`config.mk`:
```
export PLATFORM = sky130hd
export DESIGN_NAME = decode_stage_q
export DESIGN_NICKNAME = d
export VERILOG_FILES = /design/src/rtl/decode_stage_q.sv
export SDC_FILE = /design/constraint.sdc
export NUM_CORES = 1
export LEC_CHECK = 0
export ABC_AREA = 1
export CORE_UTILIZATION = 59
export CTS_BUF_LIST = sky130_fd_sc_hd__clkbuf_4
export CTS_CLUSTER_SIZE = 10
export DETAILED_ROUTE_END_ITERATION = 6
export DONT_BUFFER_PORTS = 1
export GPL_TIMING_DRIVEN = 0
export PLACE_DENSITY = 0.78
export SYNTH_ARGS = -nofsm -noshare
export SYNTH_HDL_FRONTEND = slang
export SYNTH_SLANG_ARGS = --single-unit
```
`constraint.sdc`:
```
create_clock -name clk -period 4.2 [get_ports clk]
set_clock_uncertainty 0.1 [all_clocks]
set_input_delay 0.63 -clock clk [delete_from_list [all_inputs] [get_ports clk]]
set_output_delay 0.63 -clock clk [all_outputs]
set_load 0.01 [all_outputs]
```
`src/rtl/decode_stage_q.sv`:
```
// rtl/decode_stage_q.sv - queued MIPS decode stage: instruction FIFO, head decode, registered valid/ready output
module decode_stage_q #(
  parameter int QUEUE_DEPTH = 4,
  parameter int TRAP_HOLD   = 1
) (
  input  logic                               clk,
  input  logic                               reset,
  input  logic                               flush,
  input  logic                               in_valid,
  output logic                               in_ready,
  input  logic [31:0]                        in_instr,
  input  logic [31:0]                        in_pc,
  output logic                               out_valid,
  input  logic                               out_ready,
  output logic [41:0]                        out_packed,
  output logic [31:0]                        out_pc,
  output logic                               out_illegal,
  output logic                               trap_pending,
  input  logic                               trap_clear,
  output logic [$clog2(QUEUE_DEPTH):0]       occupancy
);

  localparam int AW = $clog2(QUEUE_DEPTH);
  localparam int CW = AW + 1;

  typedef enum logic {RUN, TRAP} state_t;

  state_t state_q, state_d;

  // shamt (instr[10:6]) is never decoded, so only the remaining 27 bits are queued
  logic [26:0]   instr_mem_q [QUEUE_DEPTH];
  logic [31:0]   pc_mem_q    [QUEUE_DEPTH];
  logic [AW-1:0] wr_ptr_q, rd_ptr_q;
  logic [CW-1:0] count_q, count_d;

  logic          out_valid_q, out_illegal_q;
  logic [41:0]   out_packed_q;
  logic [31:0]   out_pc_q;

  logic          push, load;
  logic          unused_shamt;

  assign unused_shamt = ^in_instr[10:6];

  assign in_ready = (count_q != CW'(QUEUE_DEPTH));
  assign push     = in_valid && in_ready && !flush;
  assign load     = (count_q != '0) && (state_q == RUN) && (!out_valid_q || out_ready) && !flush;
  assign count_d  = count_q + CW'(push) - CW'(load);

  // Head decode
  logic [26:0] head;
  logic [5:0]  opc, fun;
  logic [4:0]  rs, rt, rd;
  logic        is_i, is_j, is_r, r_fun_ok, dec_illegal, i_bit, gp_we_raw;
  logic [3:0]  af, bf;
  logic [4:0]  cad;
  logic [2:0]  shift_type, gp_mux_sel;
  logic [1:0]  pc_mux_select;
  logic [41:0] dec_word;

  always_comb begin
    head = instr_mem_q[rd_ptr_q];
    opc  = head[26:21];
    rs   = head[20:16];
    rt   = head[15:11];
    rd   = head[10:6];
    fun  = head[5:0];

    is_i = (opc == 6'b100011) || (opc == 6'b101011) || (opc[5:3] == 3'b001) ||
           (opc[5:1] == 5'b00010) || (opc == 6'b000001 && rt[4:1] == 4'b0000) ||
           (opc[5:1] == 5'b00011 && rt == 5'b00000);
    is_j = (opc[5:1] == 5'b00001);
    r_fun_ok = (fun[5:3] == 3'b100) || (fun == 6'b000010) || (fun[5:1] == 5'b10101) ||
               (fun == 6'b001000) || (fun == 6'b001010) || (fun == 6'b001100);
    is_r = (opc == 6'b000000 && r_fun_ok) ||
           (opc == 6'b010000 && ((rs == 5'b10000 && fun == 6'b011000) ||
                                 rs == 5'b00100 || rs == 5'b00000));
    dec_illegal = !(is_i || is_j || is_r);
    i_bit = !is_r;

    af  = i_bit ? {~opc[2] & opc[1], opc[2:0]} : fun[3:0];
    cad = (opc == 6'b000011 || (opc == 6'b000000 && fun == 6'b001001)) ? 5'd31 :
          (i_bit ? rt : rd);
    gp_we_raw = (opc[5:3] == 3'b001) || (opc == 6'b100011) || (opc == 6'b000011) ||
                (opc == 6'b000000 && fun != 6'b001000);
    bf = {opc[2:0], rt[0]};
    shift_type = {i_bit, (af == 4'd0) ? 2'b00 : (af == 4'd2) ? 2'b01 : 2'b10};

    pc_mux_select = 2'b11;
    if (opc == 6'b000000 && (fun == 6'b001000 || fun == 6'b001001)) pc_mux_select = 2'b00;
    else if (opc[5:2] == 4'b0001 || opc == 6'b000001)                pc_mux_select = 2'b01;
    else if (is_j)                                                   pc_mux_select = 2'b10;

    gp_mux_sel = 3'b011;
    if (is_r) begin
      if (fun == 6'b001001)                     gp_mux_sel = 3'b011;
      else if (fun[5:1] == 5'b00001)            gp_mux_sel = 3'b010;
      else if (opc == 6'b010000 && rs == 5'd0)  gp_mux_sel = 3'b100;
      else                                      gp_mux_sel = 3'b000;
    end else if (is_i) begin
      if (opc == 6'b100011)                     gp_mux_sel = 3'b001;
      else if (opc[5:3] == 3'b001)              gp_mux_sel = 3'b000;
    end

    // Writes of any kind are suppressed for undefined words
    dec_word = {af, i_bit, i_bit, shift_type, cad, gp_we_raw && !dec_illegal, gp_mux_sel,
                bf, pc_mux_select, rs != 5'd0,
                (opc == 6'b101011) && !dec_illegal, (opc == 6'b100011) && !dec_illegal,
                rs, rt, rd};
  end

  always_ff @(posedge clk) begin
    if (push) begin
      instr_mem_q[wr_ptr_q] <= {in_instr[31:11], in_instr[5:0]};
      pc_mem_q[wr_ptr_q]    <= in_pc;
    end
  end

  always_ff @(posedge clk) begin
    if (reset || flush) begin
      wr_ptr_q <= '0;
      rd_ptr_q <= '0;
      count_q  <= '0;
    end else begin
      if (push) wr_ptr_q <= wr_ptr_q + AW'(1);
      if (load) rd_ptr_q <= rd_ptr_q + AW'(1);
      count_q <= count_d;
    end
  end

  always_ff @(posedge clk) begin
    if (reset) begin
      out_valid_q   <= 1'b0;
      out_packed_q  <= '0;
      out_pc_q      <= '0;
      out_illegal_q <= 1'b0;
    end else if (flush) begin
      out_valid_q   <= 1'b0;
      out_illegal_q <= 1'b0;
    end else if (load) begin
      out_valid_q   <= 1'b1;
      out_packed_q  <= dec_word;
      out_pc_q      <= pc_mem_q[rd_ptr_q];
      out_illegal_q <= dec_illegal;
    end else if (out_valid_q && out_ready) begin
      out_valid_q   <= 1'b0;
    end
  end

  always_ff @(posedge clk) begin
    if (reset) state_q <= RUN;
    else       state_q <= state_d;
  end

  always_comb begin
    state_d = state_q;
    if (flush) begin
      state_d = RUN;
    end else begin
      case (state_q)
        RUN:     if (load && dec_illegal && (TRAP_HOLD != 0)) state_d = TRAP;
        TRAP:    if (trap_clear) state_d = RUN;
        default: state_d = RUN;
      endcase
    end
  end

  assign out_valid    = out_valid_q;
  assign out_packed   = out_packed_q;
  assign out_pc       = out_pc_q;
  assign out_illegal  = out_illegal_q;
  assign trap_pending = (state_q == TRAP);
  assign occupancy    = count_q;

endmodule

```
==> impl_metrics.tcl <==
set metrics [dict create \
    crit-reg2reg-capture "occupancy[2]" \
    gp_congestion 0.9094 \
    cp.required_ns 4.71 \
    routedLengthMet1_um 11550 \
    wl_met3_um 2861 \
    drt-initial-drc-count 696 \
    synth_cell_types 34 \
    slew_headroom_pct 34.57 \
    crit_slowest_cell "buf_1" \
    synth_top_cell_by_area "edfxtp_1" \
    timing.rr.start "occupancy[1]" \
    grt_pass1_wl_um 47430 \
    cts_tree "yes" \
    period_needed_ns 3.866 \
    final_cells 1572 \
    htree_levels 3 \
    crit_path_max_incr_delay_ns 0.57 \
    drt-wirelength-per-cell_um 19.19 \
    die_area_um2 21430 \
    power_w 0.006534 \
    setup_viol 0 \
    ys_ff_latch 319 \
    start_util_pct 60.40 \
    crit_buf_inv 5 \
    wl_met2_um 15070 \
    synth-edff-count 236 \
    drt-pass1-iter-count 5 \
    wl_um 30170 \
    crit_start "occupancy[1]" \
    drive_above_1_share_pct 13.92 \
    ant_nets 0 \
    cp-end-kind "register" \
    grt_max_degree 29 \
    root_buffer "clkbuf_4" \
    cp_max_fo 10 \
    path_delay_family "buffers and inverters" \
    avgSynthCellArea_um2 11.34 \
    dieHeight_um 146.4 \
    tightest_slew_ns 0.9791 \
    track_usage_pct 28.99 \
    final_util_pct 71.12 \
    clk_path_buf_depth 3 \
    antenna_found_initial 1 \
    post-place-cells 1363 \
    synth.most_common_cell "edfxtp_1" \
    port_buffers 0 \
    row_count 52 \
    synthTopCellsByArea "edfxtp_1, dfxtp_1, nor2_1" \
    status "finished clean" \
    route.detailed.drc 0 \
    synth_ff_type "edfxtp_1" \
    path_cells "nor3_1 -> nor4_1 -> buf_2 -> clkbuf_1 -> buf_1 -> ha_1 -> inv_1 -> ha_1 -> inv_1 -> fa_1 -> or2_2 -> a21oi_1" \
    cap_violations 0 \
    path_depth 12 \
    synth-warning-count 0 \
    timing.final.crit_share_pct 92.05 \
    max_freq_ghz 0.2586 \
    ios 151 \
    fin_area_um2 14480 \
    start_kind "register" \
    grt_pass1_vias 9099 \
    die_w_um 146.4 \
    overflow 0 \
    finalHoldViolCount 0 \
    core_area_um2 20360 \
    ir_drop_uv 285.5 \
    rsz0062_at_grt "no" \
    clk_pin_slew_ns 0.07 \
    area_growth_pct 17.75 \
    reg2reg_setup_slack_ns 0.33 \
    fill_cells 1462 \
    hp-class "in -> reg" \
    nets 1312 \
    routed_via_density 5.674 \
    numCtsBuffers 80 \
    syn_inst 1085 \
    yosysSeqAreaShare_pct 71.12 \
    worstSetupEndpoint "occupancy[2]" \
    whs_path_depth 3 \
    top_layer "met4" \
    place_area_um2 12840 \
    clock_sinks 319 \
    cp_data_arrival_time_ns 4.38 \
    clock_latency_ns 0.68 \
    dp_hpwl_um 18880 \
    synthesis.nets 1162 \
    worst-setup-path-type "reg -> reg" \
    syn_area_um2 12300 \
    slew_viol_final 0 \
    p_leak_nw 5.330 \
    async_flop_share_pct 0 \
    yosys-top-cells-count "edfxtp_1, nor2_1, nand2_1, o21ai_0, dfxtp_1" \
    synth_top_area_share_pct 57.61 \
    p_per_area_nw_per_um2 451.1 \
    reg2reg_depth 12 \
    num_vias 8920 \
]
## where the power goes
group	internal (W)	switching, W	leakage (nW)
Combinational	0.000135	0.000257	1.89
Clock	0.00138	0.00121	0.624
Sequential	0.00348	0.0000806	2.82
## cells by family after synthesis
| group | count (synthesis) | synth area share, % |
|---|---|---|
| compound gates | 227 | 10.05 |
| flops | 319 | 71.12 |
| fa+ha+maj | 7 | 0.7731 |
| buf+inv | 111 | 4.018 |
| xor+xnor | 1 | 0.07122 |
| simple gates | 420 | 13.97 |
## repair_timing
action / CTS / global route
gates resized for setup: 0 / 0
hold endpoints to repair: 237 / 0
setup buffers: 0 / 0
hold buffers: 60 / 0
## flip-flops by register name (all words and copies together), names as in the netlist, named ones only
| register | cells |
|---|---|
| trap_pending | 1 |
| rd_ptr_q | 2 |
| out_pc | 32 |
| out_packed | 39 |
| out_valid | 1 |
| out_illegal | 1 |
| instr_mem_q | 108 |
| wr_ptr_q | 2 |
| pc_mem_q | 128 |
| occupancy | 3 |
## metrics by stage
step / hold WS (ns) / TNS, ns / setup WS [ns]
after global routing: 0.04535 / 0 / 0.09176
after detailed placement: 0.4047 / 0 / 0.2811
after global placement: 0.4003 / -516.52 / -2.239
after CTS: 0.008013 / 0 / 0.3899
after floorplan: 0.3897 / 0 / 0.005629
final: 0.06601 / 0 / 0.3337
## routing by layer
| layer | track usage [%] | vias to the layer above |
|---|---|---|
| met1 | 34.91 | 4257 |
| met4 | 12.08 | 0 |
| met2 | 49.19 | 437 |
| li1 | - | 4155 |
| met3 | 8.063 | 71 |
| met5 | 0 | - |
## tightest hold or removal path, cell delays in order
cell	delay, ns
nor2_1	0.03
nor2_1	0.09
nor2_1	0.04
## how the worst min path moves through the flow
| stage | endpoint | slack [ns] | start |
|---|---|---|---|
| 2_1_floorplan | wr_ptr_q[1] | 0.39 | wr_ptr_q[1] |
| 3_3_place_gp | out_packed[16] | 0.40 | out_packed[16] |
| 3_5_place_dp | out_packed[27] | 0.40 | out_packed[27] |
| 4_1_cts | out_valid | 0.008 | out_ready |
| 5_1_grt | wr_ptr_q[0] | 0.05 | in_valid |
| 6_report | out_valid | 0.07 | out_ready |
## cell type report
cell class,instances,area (um2),area share [%]
Antenna cell,2,5.005,0.03455
Buffer,65,321.6,2.220
Clock buffer,120,900.9,6.220
Clock inverter,27,133.9,0.9243
Inverter,46,172.7,1.192
Multi-Input combinational cell,655,3088,21.32
Sequential cell,319,8748,60.40
Tap cell,270,337.8,2.332
Timing Repair Buffer,68,775.7,5.356
## cell usage in the layout (no fill, tap or decap), types with 2 or more instances in the layout
cell type      instances
inv_1                 38
clkbuf_1              41
nor3_1                13
o21ai_0              131
nor2_4                 5
buf_1                  6
nand2_2                9
dlygate4sd3_1         60
o22ai_1                2
ha_1                   6
dfxtp_1               83
o22a_1                 2
buf_4                  7
buf_2                  5
nor4_1                 2
nand3_1               38
a21oi_1               39
clkinv_2               5
edfxtp_1             236
o21ai_1                7
or2_2                  2
nor2_1               179
diode_2                2
nor2_2                 3
nand4_1                3
a32o_1                 7
a31oi_1               34
o211ai_1               4
buf_16                 2
buf_12                 6
clkinv_1              22
buf_6                  6
inv_2                  7
nand2_1              162
clkbuf_4             120
nand3_2                3
(Power assumes the default switching activity.)
